$ cat src/rtl/vec_cache_bank_req_arb_if.sv
`default_nettype none
// ============================================================================
// Module   : vec_cache_bank_req_arb_pkg / vec_cache_bank_req_arb_if
// Brief    : Request payload type and the bundled port interface of the
//            per-bank read/write request arbiter.
// Revision : 1.0 - initial release
// ============================================================================
package vec_cache_bank_req_arb_pkg;

    localparam int c_ROB_FIELD_W = 6;

    typedef struct packed {
        logic [31:0]              cmd_addr;
        logic [7:0]               cmd_txnid;
        logic [3:0]               cmd_sideband;
        logic [15:0]              strb;
        logic [3:0]               cmd_opcode;
        logic [5:0]               db_entry_id;
        logic [c_ROB_FIELD_W-1:0] rob_entry_id;
    } input_req_pld_t;

endpackage

interface vec_cache_bank_req_arb_if #(
    parameter int ROB_DEPTH = 16
) ();
    import vec_cache_bank_req_arb_pkg::*;

    localparam int ROB_ID_W = $clog2(ROB_DEPTH);

    logic                rd_req_vld;
    input_req_pld_t      rd_req_pld;
    logic                rd_req_rdy;
    logic                wr_req_vld;
    input_req_pld_t      wr_req_pld;
    logic                wr_req_rdy;
    logic                bank_req_vld;
    input_req_pld_t      bank_req_pld;
    logic                bank_req_rdy;
    logic                rob_rel_vld;
    logic [ROB_ID_W-1:0] rob_rel_id;
    logic [ROB_ID_W:0]   rob_free_cnt;

    // Arbiter side
    modport slave (
        input  rd_req_vld, rd_req_pld,
        output rd_req_rdy,
        input  wr_req_vld, wr_req_pld,
        output wr_req_rdy,
        output bank_req_vld, bank_req_pld,
        input  bank_req_rdy,
        input  rob_rel_vld, rob_rel_id,
        output rob_free_cnt
    );

    // Crossbar / bank pipeline side
    modport master (
        output rd_req_vld, rd_req_pld,
        input  rd_req_rdy,
        output wr_req_vld, wr_req_pld,
        input  wr_req_rdy,
        input  bank_req_vld, bank_req_pld,
        output bank_req_rdy,
        output rob_rel_vld, rob_rel_id,
        input  rob_free_cnt
    );

endinterface
`default_nettype wire

$ cat src/rtl/vec_cache_bank_req_arb.sv
`default_nettype none
// ============================================================================
// Module   : vec_cache_bank_req_arb
// Brief    : Per-bank round-robin arbiter between a read and a write request
//            lane, each buffered in a 2-entry FIFO, stamping granted requests
//            with a free ROB id. Optional macro VEC_CACHE_REQ_ARB_BYPASS_EN
//            lets a request skip an empty FIFO for T+1 latency.
// Revision : 1.0 - initial release
// ============================================================================
module vec_cache_bank_req_arb
    import vec_cache_bank_req_arb_pkg::*;
#(
    parameter int ROB_DEPTH = 16
) (
    input  wire logic              clk,
    input  wire logic              rst_n,
    vec_cache_bank_req_arb_if.slave io
);

    localparam int   ROB_ID_W = $clog2(ROB_DEPTH);
    localparam logic c_SRC_RD = 1'b0;
    localparam logic c_SRC_WR = 1'b1;
`ifdef VEC_CACHE_REQ_ARB_BYPASS_EN
    localparam logic c_BYPASS = 1'b1;
`else
    localparam logic c_BYPASS = 1'b0;
`endif

    // Source index 0 = read lane, 1 = write lane
    logic [1:0]     w_in_vld;
    input_req_pld_t w_in_pld   [2];
    input_req_pld_t w_head_pld [2];
    logic [1:0]     w_rdy;
    logic [1:0]     w_push;
    logic [1:0]     w_head_vld;
    logic [1:0]     w_byp;
    logic [1:0]     w_cand;

    logic                 r_out_vld;
    input_req_pld_t       r_out_pld;
    logic                 r_last_grant;
    logic [ROB_DEPTH-1:0] r_mask;
    logic [ROB_ID_W:0]    r_free_cnt;

    logic                 w_load_ok;
    logic                 w_grant;
    logic                 w_win;
    input_req_pld_t       w_win_pld;
    input_req_pld_t       w_grant_pld;
    logic [ROB_ID_W-1:0]  w_alloc_id;
    logic [ROB_DEPTH-1:0] w_alloc_mask;
    logic                 w_rel_eff;
    logic [ROB_DEPTH-1:0] w_rel_mask;

    assign w_in_vld[0] = io.rd_req_vld;
    assign w_in_vld[1] = io.wr_req_vld;
    assign w_in_pld[0] = io.rd_req_pld;
    assign w_in_pld[1] = io.wr_req_pld;

    generate
        for (genvar s = 0; s < 2; s++) begin : g_fifo
            input_req_pld_t r_mem [2];
            logic           r_wptr;
            logic           r_rptr;
            logic [1:0]     r_cnt;
            logic           w_is_win;
            logic           w_pop;
            logic           w_fifo_push;

            assign w_rdy[s]      = (r_cnt != 2'd2);
            assign w_push[s]     = w_in_vld[s] & w_rdy[s];
            assign w_head_vld[s] = (r_cnt != 2'd0);
            assign w_head_pld[s] = r_mem[r_rptr];
            // Bypass only when this FIFO is empty and the other lane has nothing queued
            assign w_byp[s]      = c_BYPASS & w_push[s] & ~w_head_vld[s] & ~w_head_vld[1-s];
            assign w_cand[s]     = w_head_vld[s] | w_byp[s];
            assign w_is_win      = w_grant & (w_win == 1'(s));
            assign w_pop         = w_is_win & w_head_vld[s];
            assign w_fifo_push   = w_push[s] & ~(w_is_win & ~w_head_vld[s]);

            always_ff @(posedge clk) begin
                if (w_fifo_push) begin
                    r_mem[r_wptr] <= w_in_pld[s];
                end
            end

            always_ff @(posedge clk or negedge rst_n) begin
                if (!rst_n) begin
                    r_wptr <= 1'b0;
                    r_rptr <= 1'b0;
                    r_cnt  <= 2'd0;
                end else begin
                    if (w_fifo_push) begin
                        r_wptr <= ~r_wptr;
                    end
                    if (w_pop) begin
                        r_rptr <= ~r_rptr;
                    end
                    r_cnt <= r_cnt + 2'(w_fifo_push) - 2'(w_pop);
                end
            end
        end
    endgenerate

    assign w_load_ok = ~r_out_vld | io.bank_req_rdy;
    assign w_grant   = w_load_ok & (|r_mask) & (|w_cand);
    assign w_win     = (&w_cand) ? ~r_last_grant : w_cand[1];

    assign w_win_pld = w_win ? (w_head_vld[1] ? w_head_pld[1] : w_in_pld[1])
                             : (w_head_vld[0] ? w_head_pld[0] : w_in_pld[0]);

    // Lowest-index free id wins; the downward scan leaves the smallest one last
    always_comb begin
        w_alloc_id = '0;
        for (int i = ROB_DEPTH - 1; i >= 0; i--) begin
            if (r_mask[i]) begin
                w_alloc_id = ROB_ID_W'(i);
            end
        end
    end

    always_comb begin
        w_grant_pld              = w_win_pld;
        w_grant_pld.rob_entry_id = c_ROB_FIELD_W'(w_alloc_id);
    end

    assign w_alloc_mask = w_grant ? (ROB_DEPTH'(1) << w_alloc_id) : '0;
    // A release of an id that is still free in the registered mask is dropped
    assign w_rel_eff    = io.rob_rel_vld & ~r_mask[io.rob_rel_id];
    assign w_rel_mask   = w_rel_eff ? (ROB_DEPTH'(1) << io.rob_rel_id) : '0;

    always_ff @(posedge clk or negedge rst_n) begin
        if (!rst_n) begin
            r_mask       <= '1;
            r_free_cnt   <= (ROB_ID_W+1)'(ROB_DEPTH);
            r_last_grant <= c_SRC_WR;
            r_out_vld    <= 1'b0;
            r_out_pld    <= '0;
        end else begin
            r_mask     <= (r_mask & ~w_alloc_mask) | w_rel_mask;
            r_free_cnt <= r_free_cnt - (ROB_ID_W+1)'(w_grant) + (ROB_ID_W+1)'(w_rel_eff);
            if (w_grant) begin
                r_last_grant <= w_win;
                r_out_vld    <= 1'b1;
                r_out_pld    <= w_grant_pld;
            end else if (io.bank_req_rdy) begin
                r_out_vld    <= 1'b0;
            end
        end
    end

    assign io.rd_req_rdy   = w_rdy[0];
    assign io.wr_req_rdy   = w_rdy[1];
    assign io.bank_req_vld = r_out_vld;
    assign io.bank_req_pld = r_out_pld;
    assign io.rob_free_cnt = r_free_cnt;

    logic w_unused;
    assign w_unused = c_SRC_RD;

endmodule
`default_nettype wire

$ cat src/flat_wrapper.sv
// flat-port wrapper written by rule: the top's interface ports become plain ports
module vec_cache_bank_req_arb_flat import vec_cache_bank_req_arb_pkg::*;
#(
    parameter int ROB_DEPTH = 16
)
  (clk, rst_n, io_rd_req_vld, io_rd_req_pld, io_rd_req_rdy, io_wr_req_vld, io_wr_req_pld, io_wr_req_rdy, io_bank_req_vld, io_bank_req_pld, io_bank_req_rdy, io_rob_rel_vld, io_rob_rel_id, io_rob_free_cnt);
  vec_cache_bank_req_arb_if #(.ROB_DEPTH(ROB_DEPTH)) io_i ();
  input  wire logic clk;
  input  wire logic rst_n;
  input wire logic [$bits(io_i.rd_req_vld)-1:0] io_rd_req_vld;
  input wire logic [$bits(io_i.rd_req_pld)-1:0] io_rd_req_pld;
  output wire logic [$bits(io_i.rd_req_rdy)-1:0] io_rd_req_rdy;
  input wire logic [$bits(io_i.wr_req_vld)-1:0] io_wr_req_vld;
  input wire logic [$bits(io_i.wr_req_pld)-1:0] io_wr_req_pld;
  output wire logic [$bits(io_i.wr_req_rdy)-1:0] io_wr_req_rdy;
  output wire logic [$bits(io_i.bank_req_vld)-1:0] io_bank_req_vld;
  output wire logic [$bits(io_i.bank_req_pld)-1:0] io_bank_req_pld;
  input wire logic [$bits(io_i.bank_req_rdy)-1:0] io_bank_req_rdy;
  input wire logic [$bits(io_i.rob_rel_vld)-1:0] io_rob_rel_vld;
  input wire logic [$bits(io_i.rob_rel_id)-1:0] io_rob_rel_id;
  output wire logic [$bits(io_i.rob_free_cnt)-1:0] io_rob_free_cnt;
  assign io_i.rd_req_vld = io_rd_req_vld;
  assign io_i.rd_req_pld = io_rd_req_pld;
  assign io_rd_req_rdy = io_i.rd_req_rdy;
  assign io_i.wr_req_vld = io_wr_req_vld;
  assign io_i.wr_req_pld = io_wr_req_pld;
  assign io_wr_req_rdy = io_i.wr_req_rdy;
  assign io_bank_req_vld = io_i.bank_req_vld;
  assign io_bank_req_pld = io_i.bank_req_pld;
  assign io_i.bank_req_rdy = io_bank_req_rdy;
  assign io_i.rob_rel_vld = io_rob_rel_vld;
  assign io_i.rob_rel_id = io_rob_rel_id;
  assign io_rob_free_cnt = io_i.rob_free_cnt;
  vec_cache_bank_req_arb #(.ROB_DEPTH(ROB_DEPTH)) u_core (.clk(clk), .rst_n(rst_n), .io(io_i));
endmodule
$ cat config.mk
export PLATFORM = sky130hd
export DESIGN_NAME = vec_cache_bank_req_arb_flat
export DESIGN_NICKNAME = d
export VERILOG_FILES = /design/src/rtl/vec_cache_bank_req_arb_if.sv /design/src/rtl/vec_cache_bank_req_arb.sv /design/src/flat_wrapper.sv
export SDC_FILE = /design/constraint.sdc
export NUM_CORES = 1
export LEC_CHECK = 0
export ABC_AREA = 1
export BUFFER_PORTS_ARGS = -buffer_cell sky130_fd_sc_hd__buf_2
export CAP_MARGIN = 20
export CORE_UTILIZATION = 51
export CTS_CLUSTER_SIZE = 30
export DETAILED_ROUTE_END_ITERATION = 10
export GPL_TIMING_DRIVEN = 0
export HOLD_SLACK_MARGIN = 0.08
export PLACE_DENSITY_LB_ADDON = 0.25
export SYNTH_ARGS = -nofsm -noshare
export SYNTH_HDL_FRONTEND = slang
export SYNTH_SLANG_ARGS = --single-unit
$ cat constraint.sdc
create_clock -name clk -period 4.24 [get_ports clk]
set_clock_uncertainty 0.2 [all_clocks]
set_input_delay 0.848 -clock clk [delete_from_list [all_inputs] [get_ports clk]]
set_output_delay 0.848 -clock clk [all_outputs]
set_load 0.01 [all_outputs]
==> metrics, run 1 <==
CP Capture Type flop; nets between 1.5k and 2k; overall routing resource usage 0.257; Synth top cells by count 280 x edfxtp_1, 266 x nand2_1, 213 x a21oi_1; Final setup viols 0; Final WS setup slightly above 1 ns; first-pass GRT wire length just over 60 mm; Die H 177 um; core area 29900 sq um; WP data required 4.48 ns; vias in the first global route approximately 11k; pin count of the biggest net entering global routing 66; Unique masters post-synth 37; HPWL after detailed placement 27.0 mm; dpl cells 1886; CTS Buffer Depth 3; Post-Layout Cell Count roughly 2.0k; post-CTS setup buffers 0; Synth area leader edfxtp_1; Syn-to-layout area delta 20.8%; DIE AREA 31200 sq um; share of cells above drive strength 1 0.235; leakage power approximately 7.4 nW; Pwr Density roughly 800 nW/um^2; Crit path max-delay family adder cells; Worst VDD drop roughly 0.5 mV; gr ovfl total 0; TritonCTS Buffers 40; CP Buf/Inv Count 2; Peak Freq just over 0.3 GHz; critical path class flop to flop; FFs w/ async S/R, synth 0.273; max_cap viols 0; status completed; residual DRC count 0; setup slack at placement 0.856 ns; yosys warns 0; Critical Path AT approximately 3.5 ns; Post-Route WL 40.1 mm; Rel. slew slack 0.249; setup TNS 0 ns; Yosys reg bits 385; number of synthesized flops with an enable pin 280; IO Pins between 200 and 250; post-CTS sizing 0; RSZ-0062 raised after global routing false; I/O Buffers 230; Avg WL per Cell roughly 20 um; # clock sinks just under 400; CP max stage delay 0.86 ns; worst-path cell chain nor2_1 > a21oi_4 > ha_1 > inv_1 > ha_1 > inv_1 > fa_1 > o21ai_0 > xor2_1; Initial DRC Count between 1k and 1.5k; RD Place Congestion between 0.8 and 0.9; maximum fanout along the worst path 8; htree depth 2; syn avg cell area approximately 12 sq um; latest clock arrival within the worst-skew pair around 0.52 ns; Via density about 5.7; post-synthesis cell area 15600 sq um; CTS Hold Bufs 1; Pins Over Slew Limit 0; Fin. Hold Viols 0; largest cells by area after synthesis edfxtp_1 54%, dfrtp_1 14%, a21oi_1 6.8%; CP Launch Type flop; leading cell type by number of instances after synthesis edfxtp_1; initial antenna violation count 13; chip width around 180 um; ys flop type edfxtp_1; # rows 63; Final Util 0.630; starting density of the core 0.521; Final Cycle Share 0.758; Final ANT Viol Nets 0; total number of vias between 10k and 15k; CP max-delay cell nor2_1; actual slew at the worst max-slew pin 1.12 ns; Pre-antenna DRT Iters 5; Syn Inst Count ~1.3k; CTS clk-pin slew, worst paths around 0.060 ns; Hold Path Class flop to flop; post-synth top area share 0.540; CTS tree yes; register area share after synthesis 0.710; crit path time final around 3.2 ns; Root Buffer clkbuf_16
==> path summary, 6_finish.rpt <==
path	start	end	slack [ns]	depth (start not counted)
worst max-delay path	u_core.g_fifo[1].r_cnt[1]	u_core.io.rob_free_cnt[4]	1.02	9
worst min-delay path	u_core.io.bank_req_pld[3]	u_core.io.bank_req_pld[3]	0.27	2
worst max register to register	u_core.g_fifo[1].r_cnt[1]	u_core.io.rob_free_cnt[4]	1.02	9
worst min register to register	u_core.io.bank_req_pld[3]	u_core.io.bank_req_pld[3]	0.27	2
max in group asynchronous	rst_n	u_core.r_mask[11]	2.49	3
min in group asynchronous	rst_n	u_core.io.bank_req_pld[58]	0.63	2
==> metrics by stage <==
stage	area (sq um)	power, mW	hold WS, ns
finish	18800	15.0	0.269
global route	18800	15.8	0.283
CTS	18800	15.0	0.277
detailed placement	17500	11.6	0.262
global placement	17200	11.3	0.255
floorplan	15600	9.43	0.243
==> per-layer routing <==
layer | vias to the layer above | part of all wire | global-route usage | wire length, um
met4 | 8 | 0.016 | 0.0894 | 634
li1 | 5168 | - | - | -
met5 | - | 0.0011 | 0 | 46
met2 | 458 | 0.49 | 0.415 | 19500
met1 | 5521 | 0.43 | 0.353 | 17100
met3 | 53 | 0.072 | 0.0468 | 2880
==> flip-flops by register name, summed over array words and instances (netlist names) <==
register	flops
u_core.io.bank_req_pld	74
u_core.r_last_grant	1
u_core.g_fifo.r_mem	280
u_core.io.rob_free_cnt	5
u_core.g_fifo.r_cnt	4
u_core.io.bank_req_vld	1
u_core.r_mask	16
u_core.g_fifo.r_wptr	2
u_core.g_fifo.r_rptr	2
==> worst reg2reg max path, stage by stage (launching register included) <==
cell     delay (ns)
dfrtp_1        0.42
nor2_1         0.86
a21oi_4        0.21
ha_1           0.33
inv_1          0.06
ha_1           0.16
inv_1          0.06
fa_1           0.43
o21ai_0        0.25
xor2_1         0.18
==> power by group <==
part           internal, mW  switching, mW
clock                  1.99           1.41
combinational          1.99           3.72
sequential             5.37          0.495
total                  9.35           5.63
==> logic make-up after synthesis <==
logic type,after synthesis,share of synthesized area
buffers and inverters,131,0.0353
adder cells (fa/ha/maj),10,0.00851
AND/OR/NAND/NOR,331,0.0856
XOR/XNOR,10,0.00562
flip-flops,385,0.710
AO/OA/AOI/OAI,386,0.155
other,1,0.000241
==> final cells by class <==
cell class                      instances  area [sq um]
Inverter                               53           199
Clock buffer                           58          1140
Buffer                                 78           352
Fill cell                            2391         11100
Timing Repair Buffer                  242          1430
Tap cell                              390           488
Clock inverter                         14           129
Multi-Input combinational cell        739          4000
Sequential cell                       385         11100
Antenna cell                           11          27.5
==> layout by cell type (no fill, tap or decap), drive strengths merged, types with 10 or more instances in the layout <==
cell,netlist,layout
buf,28,269
inv,52,53
nand3,23,23
nor2,25,25
a21oi,215,215
nand2,269,269
clkinv,1,10
o21ai,18,18
a21boi,70,70
dfstp,18,18
diode,0,11
dfrtp,87,87
clkbuf,50,108
edfxtp,280,280
o221ai,70,70
No activity file was read; power rests on OpenSTA's default activity.
==> inputs of run 2 (changes only) <==
--- a/config.mk
+++ b/config.mk
@@ -8,7 +8,7 @@
 export ABC_AREA = 1
 export BUFFER_PORTS_ARGS = -buffer_cell sky130_fd_sc_hd__buf_2
 export CAP_MARGIN = 20
-export CORE_UTILIZATION = 51
+export CORE_UTILIZATION = 57
 export CTS_CLUSTER_SIZE = 30
 export DETAILED_ROUTE_END_ITERATION = 10
 export GPL_TIMING_DRIVEN = 0
==> constraint.sdc (replaced) <==
create_clock -name clk -period 3.35 [get_ports clk]
set_clock_uncertainty 0.2 [all_clocks]
set_input_delay 0.67 -clock clk [delete_from_list [all_inputs] [get_ports clk]]
set_output_delay 0.67 -clock clk [all_outputs]
set_load 0.01 [all_outputs]
==> run 2 against run 1 <==
Compared with the run above:
- non-clock buffer count is 2 lower
- worst hold slack worse by 0.13 ns
- highest routed layer unchanged
- global-route usage is 2.3 points higher
- routed wire length is 2.4% lower
- clock power is 29% higher
- sequential share of layout area is 0.30 points higher
- count of clock-buffer cells in the layout is 6 lower
==> metrics, run 2 (synthesis gave the netlist of run 1 again) <==
actual slew at the worst max-slew pin 0.948 ns (-0.174 ns); I/O Buffers 230 (unchanged); Rel. slew slack 0.366 (+0.116); maximum fanout along the worst path 8 (unchanged); starting density of the core 0.580 (+0.0582); IO Pins 246 (unchanged); pin count of the biggest net entering global routing 71 (+7.6%); Peak Freq 0.323 GHz (+4.0%); # rows 60 (-4.8%); CTS Buffer Depth 3 (unchanged); WP data required 3.58 ns (-0.90 ns); Hold Path Class input port to flop; post-CTS sizing 0 (unchanged); vias in the first global route 11.2k (-0.84%); RSZ-0062 raised after global routing false; Syn-to-layout area delta 20.2%; leakage power 7.38 nW (about the same); CP Capture Type flop; Root Buffer clkbuf_16; Final WS setup 0.258 ns (-0.766 ns); register with the most flip-flops u_core.g_fifo.r_mem; nets 1708 (-0.18%); initial antenna violation count 16 (+3); first-pass GRT wire length 60.2 mm (-2.0%); overall routing resource usage 0.280 (+0.0229); setup slack at placement 0.0814 ns (-0.774 ns); Initial DRC Count 1064 (+5.8%); chip width 167 um (-5.3%); status completed; core area 26900 sq um (-10%); Final Cycle Share 0.923 (+0.165); Pwr Density 1010 nW/um^2 (+27%); residual DRC count 0 (unchanged); Post-Layout Cell Count 1916 (-2.7%); crit path time final 3.09 ns (-0.124 ns); Multi-input gate area 4000 sq um (unchanged); setup TNS 0 ns (unchanged); gr ovfl total 0 (unchanged); Final setup viols 0 (unchanged); RD Place Congestion 0.867 (-3.0%); commonest non-fill, non-tap cells in the layout 280 x edfxtp_1, 266 x nand2_1, 252 x buf_2; HPWL after detailed placement 26.7 mm (-1.1%); Critical Path AT 3.33 ns (-0.13 ns); number of flip-flops in the largest register 280 (unchanged); FILL cells 1927 (-19%); latest clock arrival within the worst-skew pair 0.52 ns (about the same); Storage cell area 11100 sq um (unchanged); CTS tree yes; Pre-antenna DRT Iters 6 (+1); Worst VDD drop 0.558 mV (+11%); Pins Over Slew Limit 0 (unchanged); Final ANT Viol Nets 0 (unchanged); DIE AREA 28000 sq um (-10%); critical path class flop to flop; TritonCTS Buffers 39 (-2.5%); CP Launch Type flop; Post-Route WL 39.1 mm (-2.4%); total number of vias 11.1k (-0.66%); Fin. Hold Viols 0 (unchanged); commonest non-fill, non-tap cell in the layout edfxtp_1; share of cells above drive strength 1 0.236 (+0.00124); Avg WL per Cell 20.4 um (+0.36%); htree depth 2 (unchanged); # clock sinks 385 (unchanged); Die H 167 um (-5.3%); max_cap viols 0 (unchanged); Via density 5.81 (+2.1%); CTS clk-pin slew, worst paths 0.06 ns (about the same); dpl cells 1835 (-2.7%)
-- run 2: layer usage --
layer  track usage  wire length [um]  vias to the layer above  part of all wire
met3        0.0693              3350                       94             0.086
li1              -                 -                     5169                 -
met4        0.0945              1130                       12             0.029
met1         0.365             15600                     5365              0.40
met5             0                75                        -            0.0019
met2         0.463             19000                      494              0.49
-- run 2: through the flow --
stage | power (mW) | hold WS, ns | util | instance area, sq um
after detailed placement | 14.6 | 0.261 | 0.647 | 17400
after global placement | 14.2 | 0.257 | 0.639 | 17200
after global routing | 20.0 | 0.127 | 0.696 | 18700
after floorplan | 11.9 | 0.174 | - | 15600
after CTS | 19.0 | 0.125 | 0.696 | 18700
final | 19.0 | 0.138 | 0.697 | 18700
-- run 2: report_power, final --
| part | switching, mW | total, mW | internal, mW |
|---|---|---|---|
| logic | 4.70 | 7.17 | 2.47 |
| registers | 0.603 | 7.40 | 6.79 |
| clock network | 1.76 | 4.39 | 2.62 |
-- run 2: layout make-up --
class / count / area share
clock inverters: 18 / 0.0104
clock buffers: 52 / 0.0590
inverters: 53 / 0.0106
multi-input cells: 739 / 0.214
diodes: 10 / 0.00134
flip-flops and latches: 385 / 0.591
plain buffers: 78 / 0.0188
well taps: 341 / 0.0228
repair buffers: 240 / 0.0728
-- run 2: what timing repair did --
item                                   CTS  global route
buffers inserted                         0             0
hold buffers                             1             0
endpoints found under the hold margin   35             0
-- run 2: final timing paths --
path	to	cells after the start	from	slack (ns)
setup / recovery	u_core.io.rob_free_cnt[4]	9	u_core.g_fifo[1].r_cnt[1]	0.26
hold / removal	u_core.g_fifo[1].r_mem[0][14]	1	io_wr_req_pld[14]	0.14
setup reg to reg	u_core.io.rob_free_cnt[4]	9	u_core.g_fifo[1].r_cnt[1]	0.26
hold reg to reg	u_core.r_mask[8]	2	u_core.r_mask[8]	0.27
max in group asynchronous	u_core.r_mask[0]	3	rst_n	1.78
min in group asynchronous	u_core.io.bank_req_pld[38]	2	rst_n	0.43
-- run 2: worst max-delay path, cell delays in order, from the launching register on --
cell and delay (ns):
dfrtp_1 0.42, nor2_1 0.73, a21oi_4 0.19, ha_1 0.31
inv_1 0.06, ha_1 0.16, inv_1 0.06, fa_1 0.44
o21ai_0 0.25, xor2_1 0.20
==> inputs of run 3 (changes only) <==
--- a/config.mk
+++ b/config.mk
@@ -13,6 +13,7 @@
 export DETAILED_ROUTE_END_ITERATION = 10
 export GPL_TIMING_DRIVEN = 0
 export HOLD_SLACK_MARGIN = 0.08
+export MAX_ROUTING_LAYER = met4
 export PLACE_DENSITY_LB_ADDON = 0.25
 export SYNTH_ARGS = -nofsm -noshare
 export SYNTH_HDL_FRONTEND = slang
==> constraint.sdc (replaced) <==
create_clock -name clk -period 3.1 [get_ports clk]
set_clock_uncertainty 0.2 [all_clocks]
set_input_delay 0.62 -clock clk [delete_from_list [all_inputs] [get_ports clk]]
set_output_delay 0.62 -clock clk [all_outputs]
set_load 0.01 [all_outputs]
==> run 3 against run 2 <==
Compared with the run above:
- die area is the same
- first-iteration DRC count up 9.4%
- highest routed layer is now met4
- largest cell class unchanged
- critical path type unchanged
- critical path depth increased by 6
==> metrics, run 3 (synthesis gave the netlist of run 1 again) <==
status completed; critical path class flop to flop; worst reg2reg path depth 15 (+6); Hold Path Stages 1 (unchanged); WP data required 3.35 ns (-0.23 ns); Via density 5.82 (+0.15%); dpl cells 1836 (+0.054%); setup TNS 0 ns (unchanged); TritonCTS Buffers 38 (-2.6%); max_cap viols 0 (unchanged); CP Launch Type flop; Final ANT Viol Nets 0 (unchanged); met3 routed WL 3.34 mm (-0.18%); share of cells above drive strength 1 0.229 (-0.00714); core area 26900 sq um (unchanged); Pwr Total 20.4 mW (+7.9%); Syn-to-layout area delta 21.9%; total number of vias 11.3k (+1.7%); I/O Buffers 230 (unchanged); Crit path max-delay family adder cells; Reg-to-Reg End u_core.io.rob_free_cnt[4]; WHS Endpoint u_core.g_fifo[1].r_mem[1][57]; Top Metal Used met4; first-pass GRT wire length 61.0 mm (+1.3%); htree depth 2 (unchanged); starting density of the core 0.580 (unchanged); Avg WL per Cell 20.4 um (-0.15%); # rows 60 (unchanged); residual DRC count 0 (unchanged); CP Capture Type flop; initial antenna violation count 11 (-5); worst-path cell chain inv_2 > nand2_1 > nor3_2 > inv_2 > nor2_1 > nand2_1 > nand2_1 > a21oi_4 > ha_1 > inv_1 > ha_1 > inv_1 > fa_1 > o21ai_0 > xor2_1; actual slew at the worst max-slew pin 0.721 ns (-0.227 ns); CP max stage delay 0.55 ns (-0.18 ns); gr ovfl total 0 (unchanged); Post-Route WL 39.7 mm (+1.4%); chip width 167 um (unchanged); Pwr Density 1080 nW/um^2 (+6.4%); nets 1736 (+1.6%); Final setup viols 0 (unchanged); setup slack at placement -0.120 ns (-0.201 ns); leakage power 7.48 nW (+1.3%); Hold Path Class input port to flop; DIE AREA 28000 sq um (unchanged); Pre-antenna DRT Iters 5 (-1); Worst VDD drop 0.663 mV (+19%); M1 wire length 15.8 mm (+1.6%); commonest non-fill, non-tap cells in the layout 280 x edfxtp_1, 266 x nand2_1, 252 x buf_2; Rel. slew slack 0.518 (+0.153); worst hold path startpoint io_wr_req_pld[57]; vias in the first global route 11.4k (+1.8%); Pins Over Slew Limit 0 (unchanged); Initial DRC Count 1164 (+9.4%); number of flip-flops in the largest register 280 (unchanged); maximum fanout along the worst path 5 (-3); crit path time final 2.89 ns (-0.204 ns); CP max-delay cell dfstp_2; # clock sinks 385 (unchanged); Final Cycle Share 0.932 (+0.00878); register with the most flip-flops u_core.g_fifo.r_mem; CTS tree yes; Top cell by count, worst path nand2_1; Die H 167 um (unchanged); latest clock arrival within the worst-skew pair 0.53 ns (about the same); pin count of the biggest net entering global routing 78 (+9.9%); Final WS setup 0.212 ns (-0.0465 ns); Critical Path AT 3.13 ns (-0.20 ns); RD Place Congestion 0.879 (+1.3%); IO Pins 246 (unchanged); Root Buffer clkbuf_16; HPWL after detailed placement 26.9 mm (+0.74%); CP Buf/Inv Count 4 (+2); CTS clk-pin slew, worst paths 0.06 ns (about the same); CTS Buffer Depth 3 (unchanged); Post-Layout Cell Count 1945 (+1.5%); Fin. Hold Viols 0 (unchanged); met2 wire len 19.4 mm (+2.1%); RSZ-0062 raised after global routing false; worst r2r src u_core.r_mask[0]; commonest non-fill, non-tap cell in the layout edfxtp_1; setup slack, reg-to-reg 0.21 ns (-0.05 ns); overall routing resource usage 0.293 (+0.0126); Peak Freq 0.346 GHz (+7.0%)
## run 3: cell types whose count changed in the layout (fill, tap and decap cells not counted), sizes merged
cell / change
clkinvlp: -1
bufinv: +1
dlygate4sd3: +26
diode: +2
clkbuf: -1
clkinv: -1
buf: +3
## run 3: timing repair
item / in CTS / in global routing
resized for setup: 1 / 0
gates cloned: 0 / 0
buffers inserted: 0 / 2
hold buffers: 26 / 1
pin swaps: 0 / 0
endpoints found under the hold margin: 76 / 2
endpoints found under the setup margin: 1 / 1
## run 3: how the worst max path moves through the flow
stage / startpoint / to / slack (ns) / depth (start not counted)
final: u_core.r_mask[0] / u_core.io.rob_free_cnt[4] / 0.21 / 15
after global routing: u_core.r_mask[0] / u_core.io.rob_free_cnt[4] / 0.08 / 15
after CTS: u_core.r_mask[0] / u_core.io.rob_free_cnt[4] / 0.14 / 15
after detailed placement: io_rob_rel_id[1] / u_core.io.rob_free_cnt[4] / -0.12 / 14
after global placement: io_wr_req_vld / u_core.g_fifo[1].r_mem[1][26] / -1.39 / 3
after floorplan: io_wr_req_vld / u_core.g_fifo[1].r_mem[1][10] / -0.08 / 2
## run 3: layout make-up
cell class / count / area [sq um]
Antenna cell: 12 / 30.0
Buffer: 78 / 352
Clock buffer: 51 / 1040
Clock inverter: 17 / 205
Fill cell: 1900 / 7890
Inverter: 53 / 199
Multi-Input combinational cell: 739 / 4010
Sequential cell: 385 / 11100
Tap cell: 341 / 427
Timing Repair Buffer: 269 / 1670
## run 3: stage by stage
stage / hold slack (ns) / utilization / cell area (sq um)
2_1_floorplan: 0.124 / - / 15600
3_3_place_gp: 0.257 / 0.639 / 17200
3_5_place_dp: 0.265 / 0.648 / 17400
4_1_cts: 0.0801 / 0.704 / 18900
5_1_grt: 0.0803 / 0.706 / 19000
6_report: 0.0906 / 0.706 / 19000
## run 3: metal layers
layer / GRT usage / up-vias
li1: - / 5216
met1: 0.371 / 5495
met2: 0.470 / 533
met3: 0.0619 / 75
met4: 0.104 / 0
met5: - / -
## run 3: where the power goes
| group | switching, mW | internal [mW] | total [mW] |
|---|---|---|---|
| sequential | 0.655 | 7.34 | 8.00 |
| combinational | 5.11 | 2.73 | 7.83 |
| clock | 1.85 | 2.77 | 4.62 |
| total | 7.61 | 12.8 | 20.4 |
